$ cat src/rtl/ramp_sweep_gen.sv
// Signed accumulator sweep generator: triangle / sawtooth / single-shot / park with growing amplitude.
// Define RAMP_SATURATE_EN to clamp accumulator and sweep limits instead of letting them wrap.
module ramp_sweep_gen #(
    parameter int RAMP_OUTPUT_WIDTH   = 14,
    parameter int RAMP_INTERNAL_WIDTH = 32,
    parameter int CYCLE_COUNT_WIDTH   = 16
) (
    input  logic                                  clk,
    input  logic                                  rst,
    input  logic [1:0]                            mode,
    input  logic                                  hold,
    input  logic signed [RAMP_INTERNAL_WIDTH-1:0] ramplitude,
    input  logic signed [RAMP_INTERNAL_WIDTH-1:0] ramplitude_step,
    input  logic signed [RAMP_INTERNAL_WIDTH-1:0] ramp_step,
    input  logic signed [RAMP_INTERNAL_WIDTH-1:0] ramp_start_offset,
    output logic [RAMP_OUTPUT_WIDTH-1:0]          ramp_output,
    output logic signed [RAMP_INTERNAL_WIDTH-1:0] ramp_acc,
    output logic                                  ramp_corner,
    output logic                                  ramp_start,
    output logic                                  ramp_dir_up,
    output logic                                  ramp_done,
    output logic [CYCLE_COUNT_WIDTH-1:0]          ramp_cycles
);

    localparam int IW = RAMP_INTERNAL_WIDTH;
    localparam int OW = RAMP_OUTPUT_WIDTH;
    localparam int CW = CYCLE_COUNT_WIDTH;

    localparam logic [1:0] MODE_SAW    = 2'd1;
    localparam logic [1:0] MODE_SINGLE = 2'd2;
    localparam logic [1:0] MODE_PARK   = 2'd3;

    localparam logic signed [IW-1:0] ZERO    = '0;
    localparam logic [CW-1:0]        CYC_ONE = {{(CW-1){1'b0}}, 1'b1};

    typedef enum logic [1:0] {
        ST_PARK,
        ST_UP,
        ST_DOWN,
        ST_DONE
    } state_t;

`ifdef RAMP_SATURATE_EN
    localparam logic signed [IW-1:0] ACC_MAX = {1'b0, {(IW-1){1'b1}}};
    localparam logic signed [IW-1:0] ACC_MIN = {1'b1, {(IW-1){1'b0}}};

    function automatic logic signed [IW-1:0] acc_add(input logic signed [IW-1:0] a,
                                                     input logic signed [IW-1:0] b);
        logic signed [IW:0] s;
        s = {a[IW-1], a} + {b[IW-1], b};
        if (s[IW] != s[IW-1]) return s[IW] ? ACC_MIN : ACC_MAX;
        return s[IW-1:0];
    endfunction

    function automatic logic signed [IW-1:0] acc_sub(input logic signed [IW-1:0] a,
                                                     input logic signed [IW-1:0] b);
        logic signed [IW:0] s;
        s = {a[IW-1], a} - {b[IW-1], b};
        if (s[IW] != s[IW-1]) return s[IW] ? ACC_MIN : ACC_MAX;
        return s[IW-1:0];
    endfunction
`else
    function automatic logic signed [IW-1:0] acc_add(input logic signed [IW-1:0] a,
                                                     input logic signed [IW-1:0] b);
        return a + b;
    endfunction

    function automatic logic signed [IW-1:0] acc_sub(input logic signed [IW-1:0] a,
                                                     input logic signed [IW-1:0] b);
        return a - b;
    endfunction
`endif

    // Amplitude growth is always limited to the programmed ramplitude, independent of saturation.
    function automatic logic signed [IW-1:0] amp_grow(input logic signed [IW-1:0] amp,
                                                      input logic signed [IW-1:0] inc,
                                                      input logic signed [IW-1:0] lim);
        logic signed [IW:0] s;
        logic signed [IW:0] l;
        s = {amp[IW-1], amp} + {inc[IW-1], inc};
        l = {lim[IW-1], lim};
        if (s > l) return lim;
        return s[IW-1:0];
    endfunction

    logic [1:0]           mode_r;
    logic signed [IW-1:0] ampl_r;
    logic signed [IW-1:0] amp_step_r;
    logic signed [IW-1:0] step_r;

    state_t               state, state_nxt;
    logic signed [IW-1:0] acc, acc_nxt;
    logic signed [IW-1:0] amp_cur, amp_nxt;
    logic                 corner, corner_nxt;
    logic                 start, start_nxt;
    logic                 done, done_nxt;
    logic [CW-1:0]        cycles, cycles_nxt;

    logic signed [IW-1:0] lim_hi, lim_lo, acc_up, acc_dn, restart_amp;
    state_t               restart_state;
    logic                 mode_chg;
    logic                 grow;

    assign lim_hi        = acc_add(ramp_start_offset, amp_cur);
    assign lim_lo        = acc_sub(ramp_start_offset, amp_cur);
    assign acc_up        = acc_add(acc, step_r);
    assign acc_dn        = acc_sub(acc, step_r);
    assign restart_amp   = (ramplitude_step == ZERO) ? ramplitude : ramplitude_step;
    assign restart_state = (mode == MODE_PARK) ? ST_PARK : ST_UP;
    assign mode_chg      = (mode != mode_r);

    always_comb begin
        state_nxt  = state;
        acc_nxt    = acc;
        amp_nxt    = amp_cur;
        corner_nxt = 1'b0;
        start_nxt  = 1'b0;
        done_nxt   = done;
        cycles_nxt = cycles;
        grow       = 1'b0;

        if (mode_chg) begin
            state_nxt = restart_state;
            acc_nxt   = ramp_start_offset;
            amp_nxt   = restart_amp;
            done_nxt  = 1'b0;
        end else if (!hold) begin
            case (state)
                ST_UP: begin
                    if (step_r != ZERO) begin
                        if (acc >= lim_hi) begin
                            corner_nxt = 1'b1;
                            grow       = 1'b1;
                            if (mode_r == MODE_SAW) begin
                                acc_nxt    = lim_lo;
                                start_nxt  = 1'b1;
                                cycles_nxt = cycles + CYC_ONE;
                            end else begin
                                acc_nxt   = acc_dn;
                                state_nxt = ST_DOWN;
                            end
                        end else begin
                            acc_nxt = acc_up;
                        end
                    end
                end
                ST_DOWN: begin
                    if (step_r != ZERO) begin
                        if (acc <= lim_lo) begin
                            corner_nxt = 1'b1;
                            start_nxt  = 1'b1;
                            cycles_nxt = cycles + CYC_ONE;
                            grow       = 1'b1;
                            if (mode_r == MODE_SINGLE) begin
                                acc_nxt   = ramp_start_offset;
                                state_nxt = ST_DONE;
                                done_nxt  = 1'b1;
                            end else begin
                                acc_nxt   = acc_up;
                                state_nxt = ST_UP;
                            end
                        end else begin
                            acc_nxt = acc_dn;
                        end
                    end
                end
                default: acc_nxt = ramp_start_offset;
            endcase

            // A reduced ramplitude pulls amp_cur down even between corners.
            if (amp_step_r == ZERO) amp_nxt = ampl_r;
            else amp_nxt = amp_grow(amp_cur, grow ? amp_step_r : ZERO, ampl_r);
        end
    end

    always_ff @(posedge clk) begin
        mode_r     <= mode;
        ampl_r     <= ramplitude;
        amp_step_r <= ramplitude_step;
        step_r     <= ramp_step;
        if (rst) begin
            state   <= restart_state;
            acc     <= ramp_start_offset;
            amp_cur <= restart_amp;
            corner  <= 1'b0;
            start   <= 1'b0;
            done    <= 1'b0;
            cycles  <= '0;
        end else begin
            state   <= state_nxt;
            acc     <= acc_nxt;
            amp_cur <= amp_nxt;
            corner  <= corner_nxt;
            start   <= start_nxt;
            done    <= done_nxt;
            cycles  <= cycles_nxt;
        end
    end

    assign ramp_acc    = acc;
    assign ramp_output = acc[IW-1 -: OW];
    assign ramp_corner = corner;
    assign ramp_start  = start;
    assign ramp_dir_up = (state != ST_DOWN);
    assign ramp_done   = done;
    assign ramp_cycles = cycles;

endmodule
$ cat config.mk
export PLATFORM = sky130hd
export DESIGN_NAME = ramp_sweep_gen
export DESIGN_NICKNAME = d
export VERILOG_FILES = /design/src/rtl/ramp_sweep_gen.sv
export SDC_FILE = /design/constraint.sdc
export NUM_CORES = 1
export LEC_CHECK = 0
export ABC_CLOCK_PERIOD_IN_PS = 14700
export BUFFER_PORTS_ARGS = -buffer_cell sky130_fd_sc_hd__buf_2
export CELL_PAD_IN_SITES_DETAIL_PLACEMENT = 1
export CELL_PAD_IN_SITES_GLOBAL_PLACEMENT = 1
export CORE_MARGIN = 2
export CORE_UTILIZATION = 45
export CTS_CLUSTER_SIZE = 40
export DETAILED_ROUTE_END_ITERATION = 10
export PLACE_DENSITY = 0.93
export SYNTH_ARGS = -nofsm -noshare
export SYNTH_HDL_FRONTEND = slang
export SYNTH_SLANG_ARGS = --single-unit
$ cat constraint.sdc
create_clock -name clk -period 14.7 [get_ports clk]
set_input_delay 1.47 -clock clk [delete_from_list [all_inputs] [get_ports clk]]
set_output_delay 1.47 -clock clk [all_outputs]
set_load 0.03 [all_outputs]
# [After elaboration in Yosys (flattened, before gate mapping)]
# Index checks and enable logic that the tools add are counted.
[totals] input_bits=133 register_bits=183
[classes] magnitude_cmp=3 bitwise=2 n_eq_ne=18 addsub=6 reduce_logical=11 n_mux=50
[ops] op="2-to-1 mux 32 bit" n=17
[ops] op="2-to-1 mux 16 bit" n=5
[ops] op="adder 32 bit" n=2
[ops] op="logical NOT 32 bit" n=2
[ops] op="case mux 32 bit (2 select lines)" n=1
[ops] op="subtractor 32 bit" n=2
[ops] op="adder 32 x 32 -> 33 bit" n=1
[ops] op="> comparator 33 x 32 -> 1 bit" n=1
[ops] op=">= comparator 32 bit" n=1
[ops] op="<= comparator 32 bit" n=1
[ops] op="case mux 16 bit (2 select lines)" n=1
[ops] op="nonzero test 32 bit" n=1
[ops] op="inequality test 4 bit, second input constant" n=5
[ops] op="2-to-1 mux 2 bit" n=9
[ops] op="adder 16 x 1 -> 16 bit, second input constant" n=1
[ops] op="2-to-1 mux 1 bit" n=14
[ops] op="inequality test 2 bit, second input constant" n=6
[ops] op="AND reduction 8 bit" n=1
[ops] op="AND reduction 7 bit" n=1
[ops] op="equality test 2 bit, second input constant" n=3
[ops] op="AND reduction 5 bit" n=1
[ops] op="equality test 2 x 1 -> 1 bit, second input constant" n=2
[ops] op="case mux 1 bit (2 select lines)" n=2
[ops] op="case mux 2 bit (2 select lines)" n=1
[ops] op="other kinds (8)" n=9

# [Logic depth before layout (Yosys ltp)]
# Gate-level depths: netlist (run 1).
[depth] depth_word=19 mapped_depth=51

# [Worst setup path before layout (run 1)]
# No wires, ideal clock.
[synth_path] path_kind="input-to-reg" startpoint="input port ramp_start_offset[8]" endpoint="register amp_cur[0] (data pin)" setup_time_ps=270 n_path_buf=3 arrival_ps=10567 path_stages=48 t_required_ps=14430 path_slack_ps=3863 path_cell_list="ha_1 -> clkbuf_1 -> nor2b_1 -> o21ai_0 -> nor3b_1 -> nor3_1 -> a211oi_1 -> o211ai_1 -> a221oi_1 -> o31ai_1 -> a21oi_1 -> o21bai_1 -> xnor2_1 -> ha_1 -> nand4_1 -> nor4_1 -> o311ai_1 -> a41o_1 -> [... 12 more ...] -> a221o_1 -> o2111ai_1 -> a31oi_1 -> a31oi_1 -> o21ai_0 -> xor2_1 -> ha_1 -> a21o_1 -> a21oi_1 -> o21ai_0 -> o21ai_0 -> nand2b_1 -> a211oi_1 -> nand3_1 -> a311oi_1 -> clkbuf_1 -> mux2i_1 -> a21oi_1"
[synth_via] elab_chain_len=19
[synth_rtl] item="start, declared" line="15" source="input logic signed [RAMP_INTERNAL_WIDTH-1:0] ramp_start_offset,"
[synth_rtl] item="subtractor 32 bit / adder 32 bit (equally long branches)" line="70, 65"
[synth_rtl] item="<= comparator 32 bit / >= comparator 32 bit (equally long branches)" line="149, 131"
[synth_rtl] item="2-to-1 mux 1 bit, on equally long branches" line="149, 131"
[synth_rtl] item="2-to-1 mux 1 bit, on equally long branches" line="148, 130"
[synth_rtl] item="case mux 1 bit (2 select lines) *" line="128" source="case (state)"
[synth_rtl] item="2-to-1 mux 1 bit *" line="127" source="end else if (!hold) begin"
[synth_rtl] item="2-to-1 mux 1 bit *" line="122" source="if (mode_chg) begin"
[synth_rtl] item="2-to-1 mux 32 bit *" line="172" source="else amp_nxt = amp_grow(amp_cur, grow ? amp_step_r : ZERO, ampl_r);"
[synth_rtl] item="[... 3 more ...]"
[synth_rtl] item="2-to-1 mux 1 bit" line="171" source="if (amp_step_r == ZERO) amp_nxt = ampl_r;"
[synth_rtl] item="2-to-1 mux 1 bit" line="127"
[synth_rtl] item="2-to-1 mux 1 bit" line="122"
[synth_rtl] item="2-to-1 mux 32 bit *" line="83" source="return s[IW-1:0];"
[synth_rtl] item="2-to-1 mux 32 bit *" line="171"
[synth_rtl] item="2-to-1 mux 32 bit *" line="127"
[synth_rtl] item="2-to-1 mux 32 bit *" line="122"
[synth_rtl] item="2-to-1 mux 32 bit *" line="181" source="if (rst) begin"
[synth_rtl] item="end signal, assigned" line="184" source="amp_cur <= restart_amp;"
[synth_rtl] item="end signal, assigned" line="192" source="amp_cur <= amp_nxt;"
[synth_rtl] item="end, declared" line="93" source="logic signed [IW-1:0] amp_cur, amp_nxt;"
# Every way passes the cells marked *; elsewhere a longest branch is shown, timed or not. The select of a mux whose other input is x is not followed.
# A chain may end at the register's enable or synchronous reset.

# [Worst setup path in the final report (run 1)]
[layout_path] startpoint="input port ramp_start_offset[8]" endpoint="register amp_cur[9] (data pin)"
# The elaborated chain is that of the path after synthesis.

==> results of run 1 <==
## cells by family after synthesis
group,after synthesis
compound gates,716
xor+xnor,145
fa+ha+maj,261
buf+inv,281
flops,183
mux,7
simple gates,655
## worst paths after layout
check,startpoint,endpoint,slack [ps],cells after the start
min reg2reg,ramp_cycles[15],ramp_cycles[15],510,2
max,ramp_start_offset[8],amp_cur[9],1220,48
min,ramp_cycles[15],ramp_cycles[15],510,2
max reg2reg,amp_cur[8],amp_cur[9],1820,48
## metrics by stage
step	util, %	cells	hold slack, ps	worst slack [ps]
after floorplan	-	2248	574	3860
after global placement	48.8	2879	475	1490
after detailed placement	48.8	2879	503	859
after CTS	50.3	2911	512	1320
after global routing	50.3	2913	553	224
final	50.3	2913	507	1220
## registers in the layout, summed over array words and instances, names as in the netlist
register,count
amp_cur,32
amp_step_r,32
ampl_r,32
ramp_acc,32
step_r,32
ramp_cycles,16
mode_r,2
state,2
ramp_corner,1
ramp_done,1
ramp_start,1
## layout make-up
cell class	count	area, um2
fill	4896	19600
multi-input combinational	1784	12600
sequential	183	4320
timing repair buffer	215	1120
tap	525	657
inverter	172	646
clock buffer	21	493
clock inverter	11	109
antenna	2	5.00
## layout by cell type (no fill, tap or decap), types with 8 or more instances in the layout
master     synthesis  routed
a211oi_1          55      55
xor2_1            42      42
nor3_1            30      29
and3_1             8       8
nor4_1            37      37
dfxtp_1          117     117
nand4_1           44      44
o2111ai_1          8       8
ha_1             256     256
o211ai_1          25      25
a31oi_1           27      27
o31ai_1           15      15
edfxtp_1          66      66
nand3_1           44      44
nor2_1           203     202
buf_4             15      17
o22ai_1           10      10
buf_2             11     198
xnor2_1          103     103
and2_1            44      44
a21oi_1          231     231
o221ai_1          11      11
nand2b_1          39      39
or3_1             18      18
inv_1            169     169
clkbuf_16          0      19
nor2b_1           28      28
o21a_1            17      17
a221oi_1           9       9
o21ai_0          125     124
o21bai_1          34      34
nand2_1          131     131
a21o_1            44      44
## layer usage
metal | GRT usage [%] | part of all wire, % | up-vias | routed length, um
met4 | 16.1 | 4.8 | 4 | 3210
li1 | - | - | 8430 | -
met5 | 0 | 0.038 | - | 25
met3 | 4.85 | 6.7 | 169 | 4440
met1 | 40.4 | 42 | 8802 | 28100
met2 | 52.4 | 46 | 775 | 30600
## synthesized netlist by cell type (18+ instances only)
library cell	number	area share [%]
edfxtp_1	66	11
nand2_1	131	2.7
or3_1	18	0.63
xor2_1	42	2.0
o211ai_1	25	1.0
a21oi_1	231	6.4
and2_1	44	1.5
o21ai_0	125	3.5
nand3_1	44	1.2
nand4_1	44	1.5
o21bai_1	34	1.4
xnor2_1	103	5.0
nor4_1	37	1.3
nand2b_1	39	1.4
clkbuf_1	78	1.6
nor2b_1	28	0.97
a211oi_1	55	2.3
a31oi_1	27	0.94
a21o_1	44	1.8
nor2_1	203	4.2
dfxtp_1	117	13
nor3_1	30	0.84
inv_1	169	3.5
ha_1	256	18
## worst max-delay path, delay by kind of cell
| kind | cells | cell delay, ps |
|---|---|---|
| xor gates and xnor gates | 2 | 290 |
| muxes | 1 | 180 |
| buffers and inverters | 4 | 1070 |
| AOI/OAI and AO/OA | 24 | 6170 |
| and+or+nand+nor | 13 | 3110 |
| adders and majority gates | 4 | 1330 |
## where the power goes
group	total, mW	switching (mW)	internal (mW)
Combinational	2.04	1.30	0.735
Clock	0.488	0.228	0.260
Sequential	0.655	0.0737	0.581
Total	3.18	1.60	1.58
==> results.toml, run 1 <==
[sta]
skew_ps = 18.9
rsz0062_at_grt = "no"
finalHoldViolCount = 0
timing.final.crit_share_pct = 91.7
tns_ps = 0
final-setup-viol-count = 0
drv_slew = 0
fmax_ghz = 0.0742
tightest_slew_ps = 1030
slew_headroom_pct = 31.2
min_period_ps = 13480

[clock_tree]
cts.clk_slew.worst_paths_ps = 80
clock-sinks = 183
cts_tree = "done"
root_buffer = "clkbuf_16"
h-tree-depth = 4
clock_latency_ps = 510
cts_buffer_depth = 2
cts_hold_buf = 0
cts_buffers = 17
post_cts.resized_instances = 0
post-cts-setup-buffers = 0

[die]
io_pins = 199
coreArea_um2 = 39500
die-height_um = 204
dieArea_um2 = 41600
fp-row-count = 73
start_util_pct = 45.5
die_x_um = 204

[cells_and_area]
nets = 2767
fin_area_um2 = 19900
syn_to_final_growth_pct = 10.7
drive_above_1_share_pct = 11.7

[place]
io_buffers = 198
hpwl_mm = 53.0
place.gp.congestion = 0.947
placedInstanceArea_um2 = 19300

[pwr]
p_leak_nw = 8.88
power_mw = 3.18
cellPowerDensity_nw_per_um2 = 160
vdd_drop_max_mv = 0.123

[grt]
first_global_vias = 18900
grt_pass1_wl_mm = 103
antenna_found_initial = 4
grt_use_total_pct = 31.8
grt_overflow_total = 0
grt_max_degree = 65

[synthesis]
postSynthCellCount = 2248
synth-adder-area-share_pct = 18.4
synth_xor_area_share_pct = 7.06
ys_seq_elements = 183
synth-compound-area-share_pct = 26.0
yosys_warnings = 0
synth.avg_cell_area_um2 = 8.00
yosys.area_share.simple_pct = 17.9
synthDistinctLibCells = 89
yosysSeqAreaShare_pct = 24.1
synth_fp_nets = 2642
synth_edf_count = 66
synth_top_family_by_area = "compound AO/OA/AOI/OAI gates"
netlist_area_um2 = 18000
synth_mux_area_share_pct = 0.397
yosys_most_used_dff = "dfxtp_1"
async_flop_share_pct = 0

[route]
drc = 0
drtPass1Iterations = 7
drt_iter0_markers = 1257
via_count = 18200
viasPerCell = 6.24
ant_nets = 0
drt-total-wl_mm = 66.4
wl_per_cell_um = 22.8

[critical_path]
crit_top_cell = "a21oi_1"
end_kind = "flop"
critical_path_class = "in -> reg"
worstPathArrival_ps = 13690
cp_slowest_cell = "nor2_1"
cpPeakStageDelay_ps = 770
path_max_fanout = 52
start_kind = "primary input"
cp.required_ps = 14910

[run]
cap_viol_max_count = 0

[min_path]
holdCritPathClass = "reg -> reg"

[run_status]
status = "finished, final reports clean"
No activity file was read; power rests on OpenSTA's default activity.
==> inputs of run 2 (changes only) <==
Settings changed: ABC_AREA set to 1, ABC_CLOCK_PERIOD_IN_PS 14700 to 15750, CORE_UTILIZATION 45 to 46, PLACE_DENSITY 0.93 to 0.95.
Clock period 14.7 ns to 15.75 ns, I/O delays scaled along.
==> run 2 against run 1 <==
Effect of this change:
- non-clock buffer count down 5
- power up 9.1%
- flip-flop and latch count unchanged
- sequential power down 6.3%
- area after synthesis up 27%
- setup slack better by 2600 ps
- synthesized cell count up 73%
- count of clock-buffer cells in the layout down 4
- design area up 25%
- first-iteration DRC count up 60%
==> results.toml, run 2 <==
[run_status]
status = "finished, final reports clean"

[route]
ant_nets = 0
drc = 0
drt_iter0_markers = 2011
viasPerCell = 5.58
drtPass1Iterations = 7
wl_per_cell_um = 20.5
drt-total-wl_mm = 95.8
via_count = 26100

[clock_tree]
post-cts-setup-buffers = 0
cts_hold_buf = 0
cts.clk_slew.worst_paths_ps = 80
cts_buffers = 17
clock-sinks = 183
post_cts.resized_instances = 0
clock_latency_ps = 530
cts_buffer_depth = 2
root_buffer = "clkbuf_16"
cts_tree = "done"
h-tree-depth = 4

[die]
start_util_pct = 46.7
dieArea_um2 = 51600
coreArea_um2 = 49100
io_pins = 199
die_x_um = 227
die-height_um = 227
fp-row-count = 81

[place]
placedInstanceArea_um2 = 24200
place.gp.congestion = 1.00
dp_slack_ps = 3540
io_buffers = 198
hpwl_mm = 80.3

[sta]
fin_hold_ws_ps = 501
tightest_slew_ps = 1280
finalHoldViolCount = 0
tns_ps = 0
rsz0062_at_grt = "no"
min_period_ps = 11880
timing.final.crit_share_pct = 75.4
slew_headroom_pct = 14.3
drv_slew = 0
fmax_ghz = 0.0842
worst_slack_ps = 3870
skew_ps = 26.6
final-setup-viol-count = 0

[critical_path]
cp.required_ps = 16040
end_kind = "flop"
worst-path-stages = 50
cp_num_buf_inv = 6
crit_family = "simple AND/OR/NAND/NOR gates"
ff2ff_setup_slack_ps = 4570
worstRegToRegCells = 50
crit_top_cell = "nand2_1"
path_max_fanout = 36
worstPathArrival_ps = 12170
critical_path_class = "in -> reg"
cpPeakStageDelay_ps = 900
cp_slowest_cell = "nand2_1"
start_kind = "primary input"

[cells_and_area]
syn_to_final_growth_pct = 8.46
fin_area_um2 = 24800
seq_area_um2 = 4320
multi_input_area_um2 = 15400
final_common_cell = "nand2_1"
fillers = 7211
nets = 4388
drive_above_1_share_pct = 7.16
final_cell_mix = "nand2_1 (1,250), inv_1 (676), nor2_1 (359)"

[min_path]
holdPathStages = 2
holdCritPathClass = "reg -> reg"

[synthesis]
postSynthCellCount = 3891
synth_edf_count = 66
synthTopCellsByCount = "nand2_1 (1,251), inv_1 (676), nor2_1 (363)"
synth_fp_nets = 4285
async_flop_share_pct = 0
yosys_most_used_dff = "dfxtp_1"
netlist_area_um2 = 22900
synthDistinctLibCells = 53
synth_area_leaders = "nand2_1 (21%), ha_1 (14%), inv_1 (11%), dfxtp_1 (10%), edfxtp_1 (8.7%)"
yosysSeqAreaShare_pct = 18.9
yosysMostFrequentCell = "nand2_1"
yosys_warnings = 0
synth.avg_cell_area_um2 = 5.88
ys_seq_elements = 183
yosysTopAreaCell = "nand2_1"
synth_top_area_share_pct = 20.5

[pwr]
cellPowerDensity_nw_per_um2 = 140
vdd_drop_max_mv = 0.137
p_leak_nw = 13.8

[grt]
grt_use_total_pct = 37.4
antenna_found_initial = 5
grt_pass1_wl_mm = 147
first_global_vias = 27200
grt_max_degree = 40
grt_overflow_total = 0

[run]
cap_viol_max_count = 0
==> run 2: cell types whose count changed after synthesis, moves of 28 or more <==
cell      previous run  this run
a21o_1              44        10
inv_1              169       676
nand4_1             44        82
xnor2_1            103        19
xor2_1              42        80
o21ai_0            125        96
a211oi_1            55         3
nor2_1             203       363
nand3_1             44       326
nor2b_1             28         0
nand2b_1            39         0
nand2_1            131      1251
==> run 2: cell families after synthesis <==
kind of cell	share of synthesized area, %
simple gates	40.3
buf+inv	13.8
compound gates	8.67
fa+ha+maj	14.4
flops	18.9
xor+xnor	3.79
mux	0.131
==> run 2: path summary, 6_finish.rpt <==
check                                      end            startpoint
worst max-delay path               amp_cur[21]  ramp_start_offset[8]
worst min-delay path            ramp_cycles[5]        ramp_cycles[5]
worst max register to register     amp_cur[21]           amp_cur[13]
worst min register to register  ramp_cycles[5]        ramp_cycles[5]
==> run 2: layout make-up <==
| cell class | count | area share (%) |
|---|---|---|
| multi-input cells | 2904 | 62.2 |
| well taps | 664 | 3.35 |
| diodes | 4 | 0.0403 |
| repair buffers | 210 | 4.35 |
| clock buffers | 17 | 1.71 |
| clock inverters | 15 | 0.726 |
| flip-flops and latches | 183 | 17.4 |
| inverters | 678 | 10.2 |
==> run 2: metrics by stage <==
stage / instances / total power, mW / utilization (%)
after floorplan: 3891 / 2.26 / -
after global placement: 4639 / 2.85 / 49.4
after detailed placement: 4639 / 2.95 / 49.4
after CTS: 4671 / 3.43 / 50.6
after global routing: 4674 / 3.75 / 50.6
final: 4675 / 3.47 / 50.6
==> run 2: tightest hold or removal path, delay by kind of cell, from the launching register on <==
family,cells,cell delay [ps]
compound gates,1,50
flops,1,330
simple gates,1,70
==> run 2: routing by layer <==
layer,track usage (%),vias to the layer above,part of all wire (%)
li1,-,12400,-
met1,43.0,12500,40
met5,0,-,0.011
met4,25.5,2,7.3
met2,64.7,887,47
met3,4.89,306,5.3
==> run 2: where the power goes <==
group          internal [mW]  switching, mW  total (mW)
Sequential             0.543         0.0706       0.614
Combinational          0.726           1.67        2.40
Clock                  0.214          0.245       0.459
Total                   1.48           1.99        3.47
